### config.mk
export PLATFORM = sky130hd
export DESIGN_NAME = seq_bit_serializer_flat
export DESIGN_NICKNAME = d
export VERILOG_FILES = /design/src/rtl/seq_bit_serializer_if.sv /design/src/rtl/seq_bit_serializer.sv /design/src/flat_wrapper.sv
export SDC_FILE = /design/constraint.sdc
export NUM_CORES = 1
export LEC_CHECK = 0
export CAP_MARGIN = 0
export CORE_ASPECT_RATIO = 1.1
export CORE_MARGIN = 2
export CORE_UTILIZATION = 30
export DETAILED_ROUTE_END_ITERATION = 10
export HOLD_SLACK_MARGIN = 0.1
export PLACE_DENSITY = 0.61
export SLEW_MARGIN = 20
export SYNTH_ARGS = -nofsm -noshare
export SYNTH_HDL_FRONTEND = slang
export SYNTH_SLANG_ARGS = --single-unit
### constraint.sdc
create_clock -name clk -period 4.2 [get_ports clk]
set_input_delay 0.84 -clock clk [delete_from_list [all_inputs] [get_ports clk]]
set_output_delay 0.84 -clock clk [all_outputs]
set_load 0.03 [all_outputs]
### src/rtl/seq_bit_serializer_if.sv
// Word handshake and serial output bundle for seq_bit_serializer.
// The master side supplies words; the slave side is the serializer.
interface seq_bit_serializer_if #(
  parameter int WIDTH = 8
);
  logic [WIDTH-1:0] din;
  logic             din_valid;
  logic             din_ready;
  logic             sout;
  logic             sout_valid;
  logic             word_done;
  logic             busy;

  modport master (
    output din, din_valid,
    input  din_ready, sout, sout_valid, word_done, busy
  );

  modport slave (
    input  din, din_valid,
    output din_ready, sout, sout_valid, word_done, busy
  );
endinterface

### src/rtl/seq_bit_serializer.sv
// Parallel-to-serial front end for the Moore 101 detector (sout feeds its bit input).
// Words arrive over a valid/ready handshake and leave one bit per clock; a
// one-word holding register plus a last-bit bypass keep consecutive words gapless.
// Optional macro SER_PARITY_EN appends an even-parity bit (XOR of the word).
module seq_bit_serializer #(
  parameter int WIDTH     = 8,
  parameter bit LSB_FIRST = 1'b0
) (
  input  logic                    clk,
  input  logic                    rst,
  seq_bit_serializer_if.slave     bus_io
);

`ifdef SER_PARITY_EN
  localparam int NBITS = WIDTH + 1;
`else
  localparam int NBITS = WIDTH;
`endif
  localparam int            CW   = $clog2(WIDTH + 1);
  localparam logic [CW-1:0] LAST = CW'(NBITS - 1);
`ifdef SER_PARITY_EN
  localparam logic [CW-1:0] LAST_DATA = CW'(WIDTH - 1);
`endif

  typedef enum logic {IDLE, SHIFT} state_t;

  state_t           state_q, state_d;
  logic [WIDTH-1:0] sh_q, sh_d;
  logic [WIDTH-1:0] hold_q, hold_d;
  logic             hold_valid_q, hold_valid_d;
  logic [CW-1:0]    cnt_q, cnt_d;
  logic             sout_q, sout_d;
  logic             sout_valid_q, sout_valid_d;
  logic             word_done_q, word_done_d;
`ifdef SER_PARITY_EN
  logic             par_q, par_d;
`endif

  logic             xfer;
  logic             last_bit;
  logic             load;
  logic [WIDTH-1:0] load_word;

  // Bit that leaves the shifter next, depending on shift direction.
  function automatic logic head_bit(input logic [WIDTH-1:0] w);
    return LSB_FIRST ? w[0] : w[WIDTH-1];
  endfunction

  // Shifter contents after the head bit has been emitted.
  function automatic logic [WIDTH-1:0] advance(input logic [WIDTH-1:0] w);
    return LSB_FIRST ? (w >> 1) : (w << 1);
  endfunction

  assign xfer     = bus_io.din_valid && !hold_valid_q;
  assign last_bit = (state_q == SHIFT) && (cnt_q == LAST);

  assign bus_io.din_ready  = !hold_valid_q;
  assign bus_io.sout       = sout_q;
  assign bus_io.sout_valid = sout_valid_q;
  assign bus_io.word_done  = word_done_q;
  assign bus_io.busy       = (state_q == SHIFT) || hold_valid_q;

  // State register: every control and data register, reset to idle/empty.
  always_ff @(posedge clk) begin
    if (rst) begin
      state_q      <= IDLE;
      sh_q         <= '0;
      hold_q       <= '0;
      hold_valid_q <= 1'b0;
      cnt_q        <= '0;
      sout_q       <= 1'b0;
      sout_valid_q <= 1'b0;
      word_done_q  <= 1'b0;
`ifdef SER_PARITY_EN
      par_q        <= 1'b0;
`endif
    end else begin
      state_q      <= state_d;
      sh_q         <= sh_d;
      hold_q       <= hold_d;
      hold_valid_q <= hold_valid_d;
      cnt_q        <= cnt_d;
      sout_q       <= sout_d;
      sout_valid_q <= sout_valid_d;
      word_done_q  <= word_done_d;
`ifdef SER_PARITY_EN
      par_q        <= par_d;
`endif
    end
  end

  // Next state: leave SHIFT only when the last bit goes out with nothing to reload.
  always_comb begin
    state_d = state_q;
    case (state_q)
      IDLE:    if (xfer) state_d = SHIFT;
      SHIFT:   if (last_bit && !hold_valid_q && !xfer) state_d = IDLE;
      default: state_d = IDLE;
    endcase
  end

  // Datapath and registered outputs: load, shift, hold capture and done pulse.
  always_comb begin
    sh_d         = sh_q;
    hold_d       = hold_q;
    hold_valid_d = hold_valid_q;
    cnt_d        = cnt_q;
    sout_d       = 1'b0;
    sout_valid_d = 1'b0;
    load         = 1'b0;
    load_word    = '0;
`ifdef SER_PARITY_EN
    par_d        = par_q;
`endif

    case (state_q)
      IDLE: begin
        if (xfer) begin
          load      = 1'b1;
          load_word = bus_io.din;
        end
      end
      SHIFT: begin
        if (last_bit) begin
          // Held word has priority; otherwise a word offered now bypasses the hold.
          if (hold_valid_q) begin
            load         = 1'b1;
            load_word    = hold_q;
            hold_valid_d = 1'b0;
          end else if (xfer) begin
            load      = 1'b1;
            load_word = bus_io.din;
          end
        end else begin
          cnt_d        = cnt_q + CW'(1);
          sout_valid_d = 1'b1;
          sout_d       = head_bit(sh_q);
          sh_d         = advance(sh_q);
`ifdef SER_PARITY_EN
          if (cnt_q == LAST_DATA) sout_d = par_q;
`endif
          if (xfer) begin
            hold_d       = bus_io.din;
            hold_valid_d = 1'b1;
          end
        end
      end
      default: ;
    endcase

    if (load) begin
      sh_d         = advance(load_word);
      cnt_d        = '0;
      sout_d       = head_bit(load_word);
      sout_valid_d = 1'b1;
`ifdef SER_PARITY_EN
      par_d        = ^load_word;
`endif
    end

    word_done_d = sout_valid_d && (cnt_d == LAST);
  end

endmodule

### src/flat_wrapper.sv
// flat-port wrapper written by rule: the top's interface ports become plain ports
module seq_bit_serializer_flat 
#(
  parameter int WIDTH     = 8,
  parameter bit LSB_FIRST = 1'b0
)
  (clk, rst, bus_io_din, bus_io_din_valid, bus_io_din_ready, bus_io_sout, bus_io_sout_valid, bus_io_word_done, bus_io_busy);
  seq_bit_serializer_if #(.WIDTH(WIDTH)) bus_io_i ();
  input  logic clk;
  input  logic rst;
  input wire logic [$bits(bus_io_i.din)-1:0] bus_io_din;
  input wire logic [$bits(bus_io_i.din_valid)-1:0] bus_io_din_valid;
  output wire logic [$bits(bus_io_i.din_ready)-1:0] bus_io_din_ready;
  output wire logic [$bits(bus_io_i.sout)-1:0] bus_io_sout;
  output wire logic [$bits(bus_io_i.sout_valid)-1:0] bus_io_sout_valid;
  output wire logic [$bits(bus_io_i.word_done)-1:0] bus_io_word_done;
  output wire logic [$bits(bus_io_i.busy)-1:0] bus_io_busy;
  assign bus_io_i.din = bus_io_din;
  assign bus_io_i.din_valid = bus_io_din_valid;
  assign bus_io_din_ready = bus_io_i.din_ready;
  assign bus_io_sout = bus_io_i.sout;
  assign bus_io_sout_valid = bus_io_i.sout_valid;
  assign bus_io_word_done = bus_io_i.word_done;
  assign bus_io_busy = bus_io_i.busy;
  seq_bit_serializer #(.WIDTH(WIDTH), .LSB_FIRST(LSB_FIRST)) u_core (.clk(clk), .rst(rst), .bus_io(bus_io_i));
endmodule
# Word level (Yosys, flattened, before mapping)
# Cells that the tools add are included.
# op_classes
add_sub_neg	1
eq_ne	3
mux	24
bitwise	2
reduce_logical	13
# ops
op	n
8-bit two-way mux	6
8-bit one-hot mux with 2 select lines	1
1-bit two-way mux	12
4-bit two-way mux	3
4-bit by 3-bit equality test with 1-bit output (second input constant)	2
1-bit logical AND	5
4-bit by 1-bit adder with 4-bit output (second input constant)	1
1-bit one-hot mux with 2 select lines	2
2-bit AND reduction	2
2-bit nonzero test	2
3-bit AND reduction	1
1-bit zero test	2
2-bit != test (second input constant)	1
1-bit NOT	2
1-bit logical OR	1
# word_totals
ff_bits	24
input_bits	11
out_inout_bits	5
wordCells	51

# Longest topological paths before layout
# depth
word_depth	9
ltp_mapped	6
ltp_nobuf	5

# Least setup slack after synthesis
# Ideal clock, no wire load.
# synth_timing
kind	input-to-reg
startpoint	input port bus_io_din_valid
endpoint	register u_core.hold_q[0]
setup_ns	0.128
t_arrival_ns	1.597
t_required_ns	4.072
slack_ns	2.475
stages	5
n_path_buf	1
cell_sequence	nor2b_1 -> and3_1 -> buf_4 -> mux2i_1 -> nor2_1
# synth_via
elab_chain_cells	2
# synth_rtl
item	line_no	rtl
start, declared	flat_wrapper.sv:12	input wire logic [$bits(bus_io_i.din_valid)-1:0] bus_io_din_valid;
1-bit logical AND	seq_bit_serializer.sv:54	assign xfer = bus_io.din_valid && !hold_valid_q;
3-bit AND reduction (no source line)	n/a	
end signal, assigned	seq_bit_serializer.sv:80	hold_q <= hold_d;
end, declared	seq_bit_serializer.sv:29	logic [WIDTH-1:0] hold_q, hold_d;
# Every way passes these cells.
# A chain may end at the register's enable or synchronous reset.

# Worst setup path in the final report
# layout_timing
startpoint	register u_core.hold_valid_q
endpoint	output port bus_io_busy
# layout_via
elab_chain_cells	1
# layout_rtl
item	line_no	rtl
start, declared	seq_bit_serializer.sv:30	logic hold_valid_q, hold_valid_d;
start signal, assigned	seq_bit_serializer.sv:81	hold_valid_q <= hold_valid_d;
1-bit logical OR	seq_bit_serializer.sv:61	assign bus_io.busy = (state_q == SHIFT) || hold_valid_q;
end, declared	flat_wrapper.sv:17	output wire logic [$bits(bus_io_i.busy)-1:0] bus_io_busy;
# Every way passes these cells.

==> metrics <==
Initial Utilization=31.36%; die area=4331 sq um; Routed Antenna Nets=0; DR vias/cell=5.077; Cell Area, Synth=1146 sq um; fin util=37.01%; Setup CP Type=reg2out; crit-path max FO=15; FMAX=0.3674 GHz; startpoint types=register; area share of the largest cell type after synthesis=41.92%; Nets=145; pre-CTS WS=1.317 ns; Mapped Nets=133; crit path time final=2.722 ns; yosys warns=0; setup TNS=0 ns; actual slew at the worst max-slew pin=1.016 ns; GRT Overall Usage=11.96%; final max-slew violation count=0; area of the multi-input gates=610.6 sq um; commonest non-fill, non-tap cells in the layout=24 x dfxtp_1, 18 x nor2_1, 15 x clkdlybuf4s50_1; Reg clk slew, reported paths=0.08 ns; register area share after synthesis=41.92%; H-tree Lvls=1; Post-CTS Resized=0; Worst Path Required=3.36 ns; initial antenna violation count=0; mux cell area share after synthesis=10.59%; crit-path cells=inv_2 > nand2_1 > clkdlybuf4s50_1; pwr dens=344.3 nW/um^2; routed wire length=2419 microns; MaxCap Viol Count=0; adder-cell share of the synthesized area=1.092%; post-synthesis compound-gate area fraction=15.94%; Fillers=380; FP Rows=23; CTS Root Cell=clkbuf_8; CP peak stage delay=0.67 ns; crit path max-delay cell type=clkdlybuf4s50_1; largest net degree at the start of global routing=30; via count=919; die width=62.93 microns; Cells after Synth=121; most common cell after layout, fill and taps aside=dfxtp_1; Setup Buffers After CTS=0; outcome=completed; clock tree sinks=24; Yosys top cell by area=dfxtp_1; Hold Crit Class=reg2reg; top cells by area, synth=dfxtp_1 42%, mux2i_1 9.6%, nor2_1 5.9%, a311oi_1 3.8%, and3_1 3.8%; largest family of logic cells by synthesized area=simple AND/OR/NAND/NOR gates; Post-Syn Area per Cell=9.472 sq um; first-pass GRT wire length=4036 microns; Skew-Pair Late Insertion Delay=0.26 ns; vias in the first global route=891; Final Worst Setup Slack=1.478 ns; TritonCTS buffer count=3; core area=3655 sq um; height of the die=68.83 microns; cell family with most CP delay=buffers and inverters; placed insts=178; Hold Vio Cnt, Final=0; Overflow after GRT=0; count of cell types in the netlist=34; Synth Area in XOR/XNOR=0.7642%; antenna cell count=0; non-filler cells, final=181; Port Buffers=15; detailed placer's ending HPWL=1705 microns; Peak supply drop=170.4 uV; CTS tree=built; register area=480.5 sq um; Hold Buf Count CTS=0; Syn-to-layout area delta=18.01%; final worst path period share=64.81%; Bufs and invs on worst path=2; crit path DAT=1.88 ns; leak pwr=0.5344 nW; Finish-stage setup viols=0; clk buf depth=2; FF+latch count, synth=24; DRC=0; gpl congestion=0.8004; CP Capture Type=output pin; Hold Slack=0.4957 ns; max_slew headroom=32.03%; Synth Area in Simple Gates=24.89%; DR iter-0 viols=29; RSZ-0062 raised after global routing=false; r2r setup slk=2.47 ns; post-DR wirelength/cell=13.36 microns; DR pass1 iterations=4; clock skew=0.0008419 ns; layout cell share with drive strength beyond 1=9.160%; Ports=16
[worst min-delay path, delay by kind of cell, from the launching register on]
kind,cells,cell delay (ns)
simple gates,1,0.06
compound gates,1,0.06
flops,1,0.33
[cells in the mapped netlist]
cell type / count
a2111oi_2: 1
a211oi_1: 2
a21oi_1: 3
a221oi_2: 1
a22oi_1: 1
a311oi_1: 5
a31oi_1: 1
and2_4: 1
and3_1: 7
and4bb_1: 1
buf_2: 2
buf_4: 2
buf_6: 1
clkbuf_1: 3
dfxtp_1: 24
ha_1: 1
inv_2: 2
mux2_2: 1
mux2i_1: 11
nand2_1: 7
nand2b_1: 6
nand3_1: 1
nand3b_4: 1
nand4_1: 1
nor2_1: 18
nor2b_1: 4
nor3_1: 1
nor4b_2: 1
o211ai_1: 1
o21ai_1: 1
o21ai_2: 1
o32ai_1: 5
or3_1: 2
xor2_1: 1
[flip-flops by register name, indices dropped and copies added (netlist names)]
signal                    count
u_core.hold_q                 8
u_core.bus_io.sout_valid      1
u_core.bus_io.sout            1
u_core.cnt_q                  4
u_core.sh_q                   7
u_core.state_q                1
u_core.hold_valid_q           1
u_core.bus_io.word_done       1
[metal layers]
metal	GRT usage, %	up-vias	share of wire [%]
li1	-	460	-
met1	15.27	434	46
met2	19.95	23	49
met3	1.623	2	3.4
met4	6.389	0	0.83
met5	0	-	0
[cell type report]
type	instances	area share, %
timing repair buffer	15	11.10
inverter	2	0.5550
clock buffer	3	3.053
tap	50	4.625
multi-input combinational	87	45.14
sequential	24	35.52
[logic make-up after synthesis]
kind of cell,count (synthesis)
adders and majority gates,1
AOI/OAI and AO/OA,22
buffers and inverters,10
and+or+nand+nor,51
DFF,24
muxes,12
xor gates and xnor gates,1
[final timing paths]
path / endpoint / startpoint / cells after the start
setup / recovery: bus_io_busy / u_core.hold_valid_q / 3
hold / removal: u_core.sh_q[2] / u_core.sh_q[1] / 2
setup reg to reg: u_core.hold_q[7] / u_core.hold_valid_q / 4
hold reg to reg: u_core.sh_q[2] / u_core.sh_q[1] / 2
[where the power goes]
| group | switching (mW) | total, mW | leakage, nW | internal, mW |
|---|---|---|---|---|
| Sequential | 0.0130 | 0.255 | 0.197 | 0.242 |
| Clock | 0.0670 | 0.131 | 0.0216 | 0.0640 |
| Combinational | 0.0422 | 0.0800 | 0.316 | 0.0378 |
| Total | 0.122 | 0.466 | 0.534 | 0.344 |
[through the flow]
stage	power (mW)	area, sq um
after detailed placement	0.3401	1311
final	0.4657	1353
after global routing	0.4919	1353
after CTS	0.4704	1353
after floorplan	0.3138	1146
after global placement	0.3377	1311
(Power assumes the default switching activity.)
